### config.mk
export PLATFORM = sky130hd
export DESIGN_NAME = inst_loader
export DESIGN_NICKNAME = d
export VERILOG_FILES = /design/src/rtl/inst_loader.sv
export SDC_FILE = /design/constraint.sdc
export NUM_CORES = 1
export LEC_CHECK = 0
export BUFFER_PORTS_ARGS = -buffer_cell sky130_fd_sc_hd__buf_2
export CORE_MARGIN = 2
export CORE_UTILIZATION = 45
export CTS_BUF_LIST = sky130_fd_sc_hd__clkbuf_4
export DETAILED_ROUTE_END_ITERATION = 8
export GPL_ROUTABILITY_DRIVEN = 1
export PLACE_DENSITY = 0.66
export SLEW_MARGIN = 25
export SYNTH_ARGS = -nofsm -noshare
export SYNTH_HDL_FRONTEND = slang
export SYNTH_SLANG_ARGS = --single-unit
### constraint.sdc
create_clock -name clk -period 6.2 [get_ports clk]
set_clock_uncertainty 0.1 [all_clocks]
set_input_delay 0.62 -clock clk [delete_from_list [all_inputs] [get_ports clk]]
set_output_delay 0.62 -clock clk [all_outputs]
set_load 0.02 [all_outputs]
### src/rtl/inst_loader.sv
// Boot loader: assembles little-endian words from a UART byte stream, writes them into
// instruction memory one 32-bit slot at a time, holds the core while loading, then acks.
module inst_loader #(
    parameter int          MAX_WORDS = 65536,
    parameter logic [4:0]  PREFIX    = 5'b11110,
    parameter logic [7:0]  ACK_BYTE  = 8'hAA
) (
    input  logic        clk,
    input  logic        rst,
    input  logic        start,
    input  logic [7:0]  rx_data,
    input  logic        rx_valid,
    input  logic        wr_ready,
    output logic [31:0] dec_op32,
    output logic [29:0] daddr3,
    output logic        dec_mwe3,
    output logic [7:0]  tx_data,
    output logic        tx_valid,
    input  logic        tx_ready,
    output logic        core_hold,
    output logic        done,
    output logic        err
);

    typedef enum logic [2:0] {S_IDLE, S_LEN, S_DATA, S_ACK, S_DONE} state_t;

    localparam logic [31:0] MAX_W = 32'(MAX_WORDS);

    state_t      state, state_next;
    logic [1:0]  byte_cnt;
    logic [23:0] asm_buf;
    logic [16:0] len;
    logic [16:0] widx;

    logic        rx_active, word_done, pending, accept, want, load, overrun, last_acc;
    logic [31:0] word;

    assign rx_active = (state == S_LEN) || (state == S_DATA);
    assign word_done = rx_valid && (byte_cnt == 2'd3) && rx_active;
    assign word      = {rx_data, asm_buf};
    assign pending   = dec_mwe3 && !wr_ready;
    assign accept    = dec_mwe3 && wr_ready;
    // Words beyond the announced count are dropped rather than written.
    assign want      = word_done && (state == S_DATA) && (widx < len);
    assign load      = want && !pending;
    assign overrun   = want && pending;
    // The pending word's index is recovered from its row/slot address bits.
    assign last_acc  = accept && ({1'b0, daddr3[15:0]} == (len - 17'd1));

    assign tx_valid  = (state == S_ACK);
    assign tx_data   = tx_valid ? ACK_BYTE : 8'h00;
    assign core_hold = (state == S_LEN) || (state == S_DATA) || (state == S_ACK);

    always_ff @(posedge clk) begin
        if (rst) state <= S_IDLE;
        else     state <= state_next;
    end

    always_comb begin
        state_next = state;
        case (state)
            S_IDLE, S_DONE: if (start) state_next = S_LEN;
            S_LEN: begin
                if (word_done) begin
                    if (word == 32'd0)      state_next = S_ACK;
                    else if (word > MAX_W)  state_next = S_IDLE;
                    else                    state_next = S_DATA;
                end
            end
            S_DATA: if (last_acc) state_next = S_ACK;
            S_ACK:  if (tx_ready) state_next = S_DONE;
            default: state_next = S_IDLE;
        endcase
    end

    always_ff @(posedge clk) begin
        if (rst) begin
            byte_cnt <= 2'd0;
            asm_buf  <= 24'd0;
            len      <= 17'd0;
            widx     <= 17'd0;
            dec_op32 <= 32'd0;
            daddr3   <= 30'd0;
            dec_mwe3 <= 1'b0;
            done     <= 1'b0;
            err      <= 1'b0;
        end else begin
            done <= 1'b0;
            if ((state == S_IDLE || state == S_DONE) && start) begin
                byte_cnt <= 2'd0;
                len      <= 17'd0;
                widx     <= 17'd0;
                err      <= 1'b0;
            end else if (rx_valid && rx_active) begin
                byte_cnt <= byte_cnt + 2'd1;
                case (byte_cnt)
                    2'd0:    asm_buf[7:0]   <= rx_data;
                    2'd1:    asm_buf[15:8]  <= rx_data;
                    2'd2:    asm_buf[23:16] <= rx_data;
                    default: ;
                endcase
            end
            if (state == S_LEN && word_done) begin
                if (word > MAX_W) err <= 1'b1;
                else              len <= word[16:0];
            end
            if (overrun) err <= 1'b1;
            if (load) begin
                dec_op32 <= word;
                daddr3   <= {PREFIX, 9'd0, widx[15:0]};
                dec_mwe3 <= 1'b1;
                widx     <= widx + 17'd1;
            end else if (accept) begin
                dec_mwe3 <= 1'b0;
            end
            if (state == S_ACK && tx_ready) done <= 1'b1;
        end
    end

endmodule

==> metrics.md <==
| Metric | Value |
|---|---|
| Status | completed |
| Vias in the first global route | 4701 |
| Number of synthesized flops with an enable pin | 0 |
| Final setup viols | 0 |
| Gpl congestion | roughly 0.9 |
| Row cnt | 41 |
| Worst min-delay path startpoint | tx_ready |
| Wire per inst | roughly 16 um |
| Top-area cell type share of the netlist area | 40.1% |
| Area leader, netlist | dfxtp_1 |
| Residual overflow from global routing | 0 |
| Max-slew headroom | 51.7% |
| Drt total wl | approximately 15 mm |
| TritonCTS clock tree | done |
| Commonest non-fill, non-tap cells in the layout | nand2_1, dfxtp_1, a21oi_1 |
| Nature of the critical path endpoint | register |
| Yosys Warn Count | 0 |
| Area Growth Syn to Fin | 11.9% |
| Register area share after synthesis | 40.1% |
| Commonest non-fill, non-tap cell in the layout | nand2_1 |
| Height of the chip | 117 um |
| Sink Count | between 100 and 150 |
| Finished Core Util | about half |
| Vias/cell | about 5.4 |
| Synth area leaders | dfxtp_1, nand2_1, a21oi_1 |
| Total Routing Usage GR | approximately 22% |
| Mapped cell area | roughly 5700 um^2 |
| Post-route ant nets | 0 |
| Largest net degree at the start of global routing | 65 |
| Worst-path clk slew | 0.11 ns |
| Starting Density | a little under half |
| Cts bufs inserted | 17 |
| Met1 GRT Util | 32.5% |
| DR pass1 iterations | 7 |
| Leakage | 2.48 nW |
| Vias post-DR | between 5000 and 6000 |
| Final net count | between 800 and 900 |
| Fin crit period | around 3.3 ns |
| I/O pin count | slightly below 90 |
| Worst setup path start | len[10]$_SDFF_PP0_ |
| R2R setup slack | between 2 and 3 ns |
| Crit-path max FO | 36 |
| Worst Path Required | between 6 and 7 ns |
| Register bit total from synthesis | approximately 120 |
| Fin Setup TNS | 0 ns |
| Worst Reg-to-Reg Cells | 10 |
| GR Util met2 | about a third |
| Hold crit path type | primary input to register |
| M3 GR Usage | under 10% |
| Post_cts resized | 0 |
| PD cells | 252 nW/um^2 |
| Critical Path End | widx[10]$_SDFFE_PP0P_ |
| Final hold vios | 0 |
| Startpoint Class | register |
| Number of distinct library cells after synthesis | 61 |
| Worst reg2reg startpoint | len[10]$_SDFF_PP0_ |
| I/O Buffers | between 70 and 80 |
| Syn_area_per_cell | 7.90 um^2 |
| Crit path kind | register to register |
| Final worst path period share | between 50% and 60% |
| Number of max-cap violations | 0 |
| Ys async rst share | 0% |
| Worst Path Arrival | about 3.7 ns |
| Die area | 13700 um^2 |
| CTS Hold Buffers Added | 0 |
| RSZ-0062 raised after global routing | false |
| FMAX | around 0.30 GHz |
| DRC Markers | 0 |
| Post-DP HPWL | 10.7 mm |
| Grt peak-use layer | met2 |
| Drt first-iter violations | between 400 and 500 |
| N_diodes | 0 |
| Clk_lat worst skew | 0.53 ns |
| Core area | roughly 13000 um^2 |
| Worst-Margin Slew | 0.723 ns |
| Clock Path Buffers | 2 |
| Initial antenna violation count | 0 |
| Share of layout cells above drive strength 1 | around 16% |
| H-Tree Depth | 4 |
| VDD IR max | 135 uV |
| Mapped Cells | just over 700 |
| CTS root buffer | clkbuf_4 |
| Main synth FF type | dfxtp_1 |
| Chip width | around 120 um |
| First-pass GRT wire length | between 20 and 25 mm |
| Slew Viols, Final | 0 |
| Reg2reg end | widx[10]$_SDFFE_PP0P_ |
| Post-CTS Setup Inserts | 0 |
-- through the flow --
stage	worst slack (ns)	hold WS, ns	area (um^2)	power, W	cells
global placement	2.76	0.342	6060	0.000948	924
finish	2.85	0.243	6420	0.00162	956
detailed placement	2.83	0.347	6070	0.000952	924
CTS	2.85	0.213	6420	0.00162	956
floorplan	3.61	0.345	5790	0.000910	740
global route	2.59	0.230	6420	0.00167	956
-- critical path, cell delays in order, from the launching register on --
cell,delay [ns]
dfxtp_1,0.49
inv_1,0.08
ha_1,0.32
a21oi_1,0.17
o21a_1,0.17
o211a_1,0.14
a31oi_1,0.25
nor2_4,0.66
buf_4,0.47
mux2i_1,0.13
o32ai_1,0.25
-- worst min path at each step --
stage                                end  slack (ns)  depth (start not counted)
5_1_grt                  done$_SDFF_PP0_        0.23                          3
6_report                 done$_SDFF_PP0_        0.24                          3
2_1_floorplan  dec_op32[17]$_SDFFE_PP0P_        0.34                          2
4_1_cts                  done$_SDFF_PP0_        0.21                          3
3_3_place_gp   dec_op32[17]$_SDFFE_PP0P_        0.34                          2
3_5_place_dp   dec_op32[30]$_SDFFE_PP0P_        0.35                          2
-- cells in the mapped netlist (2+ instances only) --
library cell  instances
nand2b_1              3
a22oi_1              18
a211oi_1              2
or4_1                 4
nor3_2                2
nand2_1             148
a31oi_1               9
and2_1                5
clkbuf_1             32
xnor2_1              14
nor3_1               10
a21oi_1              93
nand3b_1             12
or3_1                 7
inv_1                22
a21o_1                5
and3_1               11
nor3b_1               3
a311oi_1              2
o2111ai_1             2
o21ai_0               7
nor4_1                8
buf_2                 9
xor2_1               10
nor2_1               41
nand3_1              41
o32ai_1               2
mux2i_1               4
nor2b_1               3
dfxtp_1             115
nand4_1               9
buf_4                23
ha_1                 22
mux2_2                2
-- flip-flops by register name, indices dropped and copies added (netlist names) --
signal and count:
asm_buf 24, byte_cnt 2, daddr3 17, dec_mwe3 1, dec_op32 32, done 1
err 1, len 17, state 3, widx 17
-- report_power, final --
group	total [W]	leakage, nW	internal, W	switching, W
Combinational	0.000166	1.38	0.0000469	0.000120
Sequential	0.000773	0.927	0.000752	0.0000210
Clock	0.000677	0.177	0.000370	0.000308
Total	0.00162	2.48	0.00117	0.000449
-- metal layers --
metal | part of all wire [%] | vias up | wire length [um]
met5 | 0 | - | 0
met4 | 1.1 | 0 | 166
met3 | 5.6 | 16 | 836
met2 | 45 | 177 | 6660
met1 | 49 | 2435 | 7290
li1 | - | 2582 | -
-- cell type report --
type	count	area [um^2]
Clock inverter	13	208
Tap cell	172	215
Clock buffer	19	143
Fill cell	1248	6090
Timing Repair Buffer	77	395
Sequential cell	115	2300
Multi-Input combinational cell	538	3080
Inverter	22	82.6
-- cell families (layout without fill, tap and decap cells) --
group | Yosys count | in the layout | share of synthesized area [%]
adders and majority gates | 22 | 22 | 4.79
buffers and inverters | 87 | 131 | 7.52
DFF | 115 | 115 | 40.1
muxes | 6 | 6 | 1.09
and+or+nand+nor | 317 | 317 | 26.5
other | 1 | 14 | 0.0653
xor gates and xnor gates | 24 | 24 | 3.66
AOI/OAI and AO/OA | 155 | 155 | 16.3
(Power assumes the default switching activity.)
